<file path="src/rtl/multicycle_datapath.sv">
// Multicycle MIPS-subset core: FETCH/DECODE/EXECUTE/MEM/WB sequencing over one shared memory port.
// An unsupported instruction parks the core in HALT until the next reset.
module multicycle_datapath #(
  parameter logic [31:0] RESET_PC   = 32'h0000_0000,
  parameter int unsigned ADDR_WIDTH = 32
) (
  input  logic                  clock,
  input  logic                  reset,
  output logic                  mem_req,
  output logic                  mem_we,
  output logic [ADDR_WIDTH-1:0] mem_addr,
  output logic [31:0]           mem_wdata,
  input  logic [31:0]           mem_rdata,
  input  logic                  mem_ack,
  output logic [ADDR_WIDTH-1:0] pc,
  output logic                  halt,
  output logic [31:0]           instret
);

  localparam logic [5:0] OpRtype = 6'h00;
  localparam logic [5:0] OpJ     = 6'h02;
  localparam logic [5:0] OpBeq   = 6'h04;
  localparam logic [5:0] OpAddi  = 6'h08;
  localparam logic [5:0] OpLw    = 6'h23;
  localparam logic [5:0] OpSw    = 6'h2B;

  localparam logic [5:0] FnAdd = 6'h20;
  localparam logic [5:0] FnSub = 6'h22;
  localparam logic [5:0] FnAnd = 6'h24;
  localparam logic [5:0] FnOr  = 6'h25;
  localparam logic [5:0] FnSlt = 6'h2A;

  typedef enum logic [2:0] {
    StFetch,
    StDecode,
    StExecute,
    StMem,
    StWb,
    StHalt
  } state_e;

  state_e      state_q;
  logic [31:0] ir_q;
  logic [31:0] a_q;
  logic [31:0] b_q;
  logic [31:0] alu_out_q;
  logic [31:0] mdr_q;
  logic [31:0] regs_q [32];

  logic [5:0]            opcode;
  logic [5:0]            funct;
  logic [31:0]           imm_sext;
  logic [31:0]           branch_off;
  logic [31:0]           alu_res;
  logic                  op_valid;
  logic [27:0]           jump_low;
  logic [ADDR_WIDTH-1:0] jump_pc;
  logic [ADDR_WIDTH-1:0] branch_pc;
  logic [ADDR_WIDTH-1:0] pc_inc;
  logic [ADDR_WIDTH-1:0] exec_pc;
  logic [4:0]            wb_dest;
  logic [31:0]           wb_data;

  assign opcode     = ir_q[31:26];
  assign funct      = ir_q[5:0];
  assign imm_sext   = {{16{ir_q[15]}}, ir_q[15:0]};
  assign branch_off = {{14{ir_q[15]}}, ir_q[15:0], 2'b00};
  assign jump_low   = {ir_q[25:0], 2'b00};
  assign pc_inc     = pc + ADDR_WIDTH'(4);
  // pc already points past the branch here, so the offset is relative to pc+4
  assign branch_pc  = pc + branch_off[ADDR_WIDTH-1:0];

  if (ADDR_WIDTH > 28) begin : g_jump_hi
    assign jump_pc = {pc[ADDR_WIDTH-1:28], jump_low};
  end else begin : g_jump_lo
    assign jump_pc = jump_low[ADDR_WIDTH-1:0];
  end

  always_comb begin
    if (opcode == OpJ) begin
      exec_pc = jump_pc;
    end else if (a_q == b_q) begin
      exec_pc = branch_pc;
    end else begin
      exec_pc = pc;
    end
  end

  always_comb begin
    alu_res  = a_q + imm_sext;
    op_valid = 1'b1;
    case (opcode)
      OpRtype: begin
        case (funct)
          FnAdd:   alu_res = a_q + b_q;
          FnSub:   alu_res = a_q - b_q;
          FnAnd:   alu_res = a_q & b_q;
          FnOr:    alu_res = a_q | b_q;
          FnSlt:   alu_res = {31'b0, $signed(a_q) < $signed(b_q)};
          default: op_valid = 1'b0;
        endcase
      end
      OpAddi, OpLw, OpSw, OpBeq, OpJ: op_valid = 1'b1;
      default: op_valid = 1'b0;
    endcase
  end

  assign wb_dest = (opcode == OpRtype) ? ir_q[15:11] : ir_q[20:16];
  assign wb_data = (opcode == OpLw) ? mdr_q : alu_out_q;

  always_ff @(posedge clock or negedge reset) begin
    if (!reset) begin
      state_q   <= StFetch;
      pc        <= RESET_PC[ADDR_WIDTH-1:0];
      mem_req   <= 1'b0;
      mem_we    <= 1'b0;
      mem_addr  <= '0;
      mem_wdata <= '0;
      halt      <= 1'b0;
      instret   <= '0;
      ir_q      <= '0;
      a_q       <= '0;
      b_q       <= '0;
      alu_out_q <= '0;
      mdr_q     <= '0;
      for (int i = 0; i < 32; i++) begin
        regs_q[i] <= '0;
      end
    end else begin
      case (state_q)
        StFetch: begin
          // Only reached with mem_req low right after reset; later entries pre-arm the request
          if (!mem_req) begin
            mem_req  <= 1'b1;
            mem_we   <= 1'b0;
            mem_addr <= pc;
          end else if (mem_ack) begin
            ir_q    <= mem_rdata;
            pc      <= pc_inc;
            mem_req <= 1'b0;
            state_q <= StDecode;
          end
        end
        StDecode: begin
          a_q     <= regs_q[ir_q[25:21]];
          b_q     <= regs_q[ir_q[20:16]];
          state_q <= StExecute;
        end
        StExecute: begin
          if (!op_valid) begin
            halt    <= 1'b1;
            state_q <= StHalt;
          end else begin
            alu_out_q <= alu_res;
            case (opcode)
              OpLw, OpSw: begin
                mem_req   <= 1'b1;
                mem_we    <= (opcode == OpSw);
                mem_addr  <= alu_res[ADDR_WIDTH-1:0];
                mem_wdata <= (opcode == OpSw) ? b_q : '0;
                state_q   <= StMem;
              end
              OpBeq, OpJ: begin
                pc       <= exec_pc;
                mem_req  <= 1'b1;
                mem_we   <= 1'b0;
                mem_addr <= exec_pc;
                instret  <= instret + 32'd1;
                state_q  <= StFetch;
              end
              default: state_q <= StWb;
            endcase
          end
        end
        StMem: begin
          if (mem_ack) begin
            mem_we <= 1'b0;
            if (opcode == OpLw) begin
              mdr_q   <= mem_rdata;
              mem_req <= 1'b0;
              state_q <= StWb;
            end else begin
              mem_req  <= 1'b1;
              mem_addr <= pc;
              instret  <= instret + 32'd1;
              state_q  <= StFetch;
            end
          end
        end
        StWb: begin
          if (wb_dest != 5'd0) begin
            regs_q[wb_dest] <= wb_data;
          end
          mem_req  <= 1'b1;
          mem_we   <= 1'b0;
          mem_addr <= pc;
          instret  <= instret + 32'd1;
          state_q  <= StFetch;
        end
        StHalt: begin
          halt    <= 1'b1;
          mem_req <= 1'b0;
        end
        default: state_q <= StHalt;
      endcase
    end
  end

endmodule

</file>
<file path="config.mk">
export PLATFORM = sky130hd
export DESIGN_NAME = multicycle_datapath
export DESIGN_NICKNAME = d
export VERILOG_FILES = /design/src/rtl/multicycle_datapath.sv
export SDC_FILE = /design/constraint.sdc
export NUM_CORES = 2
export LEC_CHECK = 0
export ABC_AREA = 1
export CORE_MARGIN = 1.5
export CORE_UTILIZATION = 45
export DETAILED_ROUTE_END_ITERATION = 12
export HOLD_SLACK_MARGIN = 0.15
export PLACE_DENSITY = 0.71
export SLEW_MARGIN = 10
export SYNTH_ARGS = -nofsm -noshare
export SYNTH_HDL_FRONTEND = slang
export SYNTH_SLANG_ARGS = --single-unit
</file>
<file path="constraint.sdc">
create_clock -name clock -period 7.52 [get_ports clock]
set_input_delay 0.752 -clock clock [delete_from_list [all_inputs] [get_ports clock]]
set_output_delay 0.752 -clock clock [all_outputs]
set_load 0.03 [all_outputs]
</file>
# After elaboration in Yosys (flattened, before gate mapping)
# Cells that the tools add are included.
# word_totals
register_bits,1318
inputBits,35
# classes
n_lt_le_gt_ge,5
n_addsub,6
n_eq_ne,26
bitwise,6
mux,55
n_reduce_logical,26
# op_table
op,count
1024-bit bitwise mux,1
32-bit two-way mux,22
32-bit binary-select mux with 5-bit select,2
32-bit demux with 5-bit select,1
32-bit one-hot mux with 5 select lines,1
32-bit one-hot mux with 2 select lines,2
32-bit one-hot mux with 4 select lines,1
32-bit adder,3
32-bit one-hot mux with 3 select lines,1
"6-bit == test, second input constant",7
"32-bit by 1-bit adder with 32-bit output, second input constant",1
"32-bit by 3-bit adder with 32-bit output, second input constant",1
32-bit bitwise AND,1
32-bit == test,1
32-bit < comparator,1
32-bit bitwise OR,1
32-bit subtractor,1
"6-bit greater-or-equal comparator, second input constant",3
"2-bit inequality test, second input constant",9
5-bit inverter with 6-bit output,3
3-bit one-hot mux with 6 select lines,1
3-bit two-way mux,5
5-bit AND reduction,3
1-bit two-way mux,11
28 further kinds,41

# Depth between registers and ports, before layout
# logic_depth
word_depth,8
ltp_mapped,21
depth_no_buf,20

# Least setup slack after synthesis
# OpenSTA, ideal clock, no wires.
# synth_path
path_type,reg-to-reg
from,register ir_q[15]
to,register mem_addr[19]
synth_period_minus_slack_ns,2.531
slack_ns,4.989
n_path_buf,0
stages_incl_launch_ff,10
arrival_time_ns,2.453
cell_sequence,dfrtp_1 -> ha_1 -> a21oi_1 -> o21ai_0 -> o21bai_1 -> nand3b_1 -> or2_2 -> nand3_1 -> nand3_1 -> a21boi_1
# synth_between
elab_chain_len,6
elab_cells_between_ends,9
cone_classes,2 x add/sub; 7 x mux
# synth_rtl
item,line,text
from (decl),43,logic [31:0] ir_q;
from (signal assigned),138,ir_q <= mem_rdata;
"32-bit adder, on equally long branches","90, 71",
32-bit one-hot mux with 5 select lines or 32-bit two-way mux (tied branches),"94, 82",
"32-bit two-way mux, on equally long branches","92, 80",
32-bit one-hot mux with 2 select lines (*),155,case (opcode)
32-bit two-way mux (*),150,if (!op_valid) begin
32-bit one-hot mux with 4 select lines (*),130,case (state_q)
to (signal assigned),136,mem_addr <= pc;
to (signal assigned),159,mem_addr <= alu_res[ADDR_WIDTH-1:0];
to (signal assigned),167,mem_addr <= exec_pc;
to (decl),11,"output logic [ADDR_WIDTH-1:0] mem_addr,"
# Every way passes the cells marked *; elsewhere a longest branch is shown, timed or not. The select of a mux whose other input is x is not followed.
# A chain may end at the register's enable or synchronous reset.

# Final worst setup path
# layout_path
from,register a_q[25]
to,register mem_addr[31]
# layout_between
elab_chain_len,6
elab_cells_between_ends,11
cone_classes,3 x add/sub; 1 x eq/ne; 7 x mux
# layout_rtl
item,line,text
from (decl),44,logic [31:0] a_q;
from (signal assigned),145,a_q <= regs_q[ir_q[25:21]];
"32-bit adder, or another cell as far along",90,alu_res = a_q + imm_sext;
32-bit one-hot mux with 5 select lines or 32-bit two-way mux (tied branches),"94, 82",
"32-bit two-way mux, on equally long branches","92, 80",
32-bit one-hot mux with 2 select lines (*),155,
32-bit two-way mux (*),150,
32-bit one-hot mux with 4 select lines (*),130,
# Marked as above.

==> flow_summary.json <==
{
  "clkSinkCount": 1318,
  "finalMaxSlewViolations": 0,
  "internal_power_mw": 11.6,
  "insertion_delay_ns": 0.84,
  "syn-mean-instance-area_um2": 7.18,
  "htreeDepth": 4,
  "root_buffer": "clkbuf_16",
  "final_layout_size_suffix_gt1_share_pct": 4.84,
  "setup_violations": 0,
  "clk_pin_slew_ns": 0.06,
  "total_leakage_power_nw": 39.3,
  "die_h_um": 420,
  "ys_dominant_reg_cell": "dfrtp_1",
  "fin_setup_tns_ns": 0,
  "postRouteWirelength_um": 332000,
  "nets": 10700,
  "p_seq_share_pct": 47.6,
  "fill_cells": 16700,
  "drt_iter0_markers": 13200,
  "switching_share_pct": 22.4,
  "status": "completed",
  "cts_buffer_depth": 3,
  "dieArea_um2": 177000,
  "synth-edff-count": 0,
  "critPathArrivalTime_ns": 5.01,
  "synth_area_um2": 78400,
  "num_vias": 81100,
  "vdd_drop_max_uv": 184,
  "grt_max_degree": 198,
  "synth_nets": 11100,
  "ys_types": 59,
  "cpMostUsedCell": "nand2_1",
  "synthTopCellsByCount": "2070 x nand2_1, 1892 x o21ai_0, 1539 x nor2_1, 1318 x dfrtp_1, 740 x a21oi_1",
  "setup_ws_ns": 3.23,
  "end_kind": "flip-flop",
  "design.core.area_um2": 172000,
  "synth_top_area_share_pct": 42.1,
  "grt_use_total_pct": 36.9,
  "hp-class": "flip-flop to flip-flop",
  "timing.clock.skew_ns": 0.0416,
  "path_cells": "inv_1 -> ha_1 -> nor2_1 -> nand3_1 -> nor2_1 -> nand2_1 -> nor2_4 -> nand2_1 -> buf_4 -> inv_1 -> nand3_1 -> nand2_1 -> nand2_1 -> nand2_1 -> nand3_1 -> nand2_1 -> inv_1",
  "stdcell_area_um2": 85900,
  "worst_slew_pin_slew_ns": 1.32,
  "multi_input_area_um2": 39600,
  "crit_fanout": 34,
  "syn-instance-count": 10900,
  "pwr_density_cell_nw_per_um2": 173,
  "power_mw": 14.9,
  "drc": 0,
  "seq_area_um2": 33000,
  "period_minus_slack_ns": 4.29,
  "yosys_warnings": 0,
  "grt_pass1_vias": 75100,
  "rsz0062_at_grt": "no",
  "start_util_pct": 45.5,
  "syn_to_final_growth_pct": 9.68,
  "die_x_um": 420,
  "cts_setup_buffers": 0,
  "wl_per_cell_um": 25.7,
  "synth.most_common_cell": "nand2_1",
  "grt_overflow": 0,
  "hold_buffers": 1,
  "finalCritPeriodShare_pct": 57.1,
  "synth_area_leaders": "dfrtp_1 42%, o21ai_0 12%, nand2_1 9.9%",
  "fmax_mhz": 233,
  "critical_path.max_stage_delay_ns": 0.76,
  "dp_slack_ns": 3.30,
  "hold_viol_final": 0,
  "antenna_found_initial": 32,
  "async_reset_ff_share_pct": 100,
  "critPathTopFamily": "simple AND/OR/NAND/NOR gates",
  "worst-path-buf-inv": 4,
  "path_class": "flip-flop to flip-flop",
  "synth.largest_area_cell": "dfrtp_1",
  "post_cts_resized": 0,
  "ant_nets": 0,
  "boundaryPins": 166,
  "cp.required_ns": 8.24,
  "switching_power_mw": 3.33,
  "slew-limit-headroom_pct": 11.5,
  "start_kind": "flip-flop",
  "routabilityCongestion": 1.02,
  "ys_seq_elements": 1318,
  "grt_pass1_wl_um": 489000,
  "row_count": 152,
  "p_comb_share_pct": 1.2,
  "critPathSlowestCell": "nor2_4",
  "drv_cap": 0,
  "post-dp-hpwl_um": 205000,
  "viasPerCell": 6.27,
  "io_buffers": 165,
  "drt_pass1_iterations": 10,
  "numCtsBuffers": 148,
  "placed_cell_area_um2": 80900,
  "cts_tree": "done",
  "ys_seq_area_share_pct": 42.1,
  "clkPwrFrac_pct": 51.1
}
[path summary, 6_finish.rpt]
check | from | to | slack, ns | depth (start not counted)
min in group asynchronous | reset | pc[27] | 0.48 | 2
max reg2reg | a_q[25] | mem_addr[31] | 3.23 | 17
min | regs_q[1014] | regs_q[1014] | 0.40 | 0
min reg2reg | regs_q[1014] | regs_q[1014] | 0.40 | 0
max | a_q[25] | mem_addr[31] | 3.23 | 17
max in group asynchronous | reset | regs_q[23] | 5.01 | 4
[layout by cell type, fill, tap and decap left out, types with 37 or more instances in the layout]
master              n
o221ai_1          118
a21oi_1           740
buf_4             101
ha_1              173
xor2_1             37
clkbuf_16         153
nor3_1             74
nor2_1           1537
nand3_1           376
dfrtp_1          1308
clkdlybuf4s50_1   164
inv_1             652
o21ai_0          1892
o311ai_0           60
nand4_1            58
clkbuf_1           39
o22ai_1           296
o21ai_1           271
nand2_1          2054
[power groups by stage]
stage	registers [mW]	clock network (mW)	logic, mW
floorplan	7.22	0	0.00415
global placement	7.22	0	0.191
finish	7.09	7.62	0.185
CTS	7.09	7.65	0.195
detailed placement	7.22	0	0.194
global route	7.09	7.94	0.213
[per-stage QoR]
stage	utilization (%)	hold WS, ns	cells
floorplan	-	0.449	10900
global placement	47.0	0.387	12700
detailed placement	47.0	0.389	12700
CTS	49.9	0.402	12900
global route	49.9	0.415	12900
finish	49.9	0.397	12900
[area by class of cell]
| cell class | instances | share of cell area (%) |
|---|---|---|
| inverter | 685 | 3.03 |
| timing repair buffer | 285 | 3.26 |
| clock buffer | 225 | 5.15 |
| antenna | 7 | 0.0204 |
| multi-input combinational | 8055 | 46.1 |
| clock inverter | 41 | 0.670 |
| tap | 2310 | 3.36 |
| sequential | 1318 | 38.4 |
[per-layer routing]
| layer | up-vias | routed length, µm | global-route usage (%) |
|---|---|---|---|
| met5 | - | 275 | 0 |
| met1 | 38500 | 125000 | 47.0 |
| met4 | 36 | 24500 | 23.8 |
| met3 | 1246 | 39100 | 9.50 |
| met2 | 5351 | 143000 | 55.5 |
| li1 | 35900 | - | - |
[registers in the layout (all words and copies together) (netlist names)]
register and count:
regs_q 1024, a_q 32, alu_out_q 32, b_q 32, instret 32, ir_q 32, mdr_q 32, mem_addr 32
mem_wdata 32, pc 32, state_q 3, halt 1, mem_req 1, mem_we 1
[logic make-up (layout without fill, tap and decap cells)]
logic type / count (synthesis) / in the layout / synth area share [%]
simple gates: 4223 / 4223 / 21.6
xor+xnor: 57 / 57 / 0.637
buf+inv: 1537 / 1236 / 7.58
flops: 1318 / 1318 / 42.1
compound gates: 3597 / 3597 / 25.2
other cells: 0 / 7 / 0
mux: 1 / 1 / 0.0128
fa+ha+maj: 177 / 177 / 2.86
(Power assumes the default switching activity.)
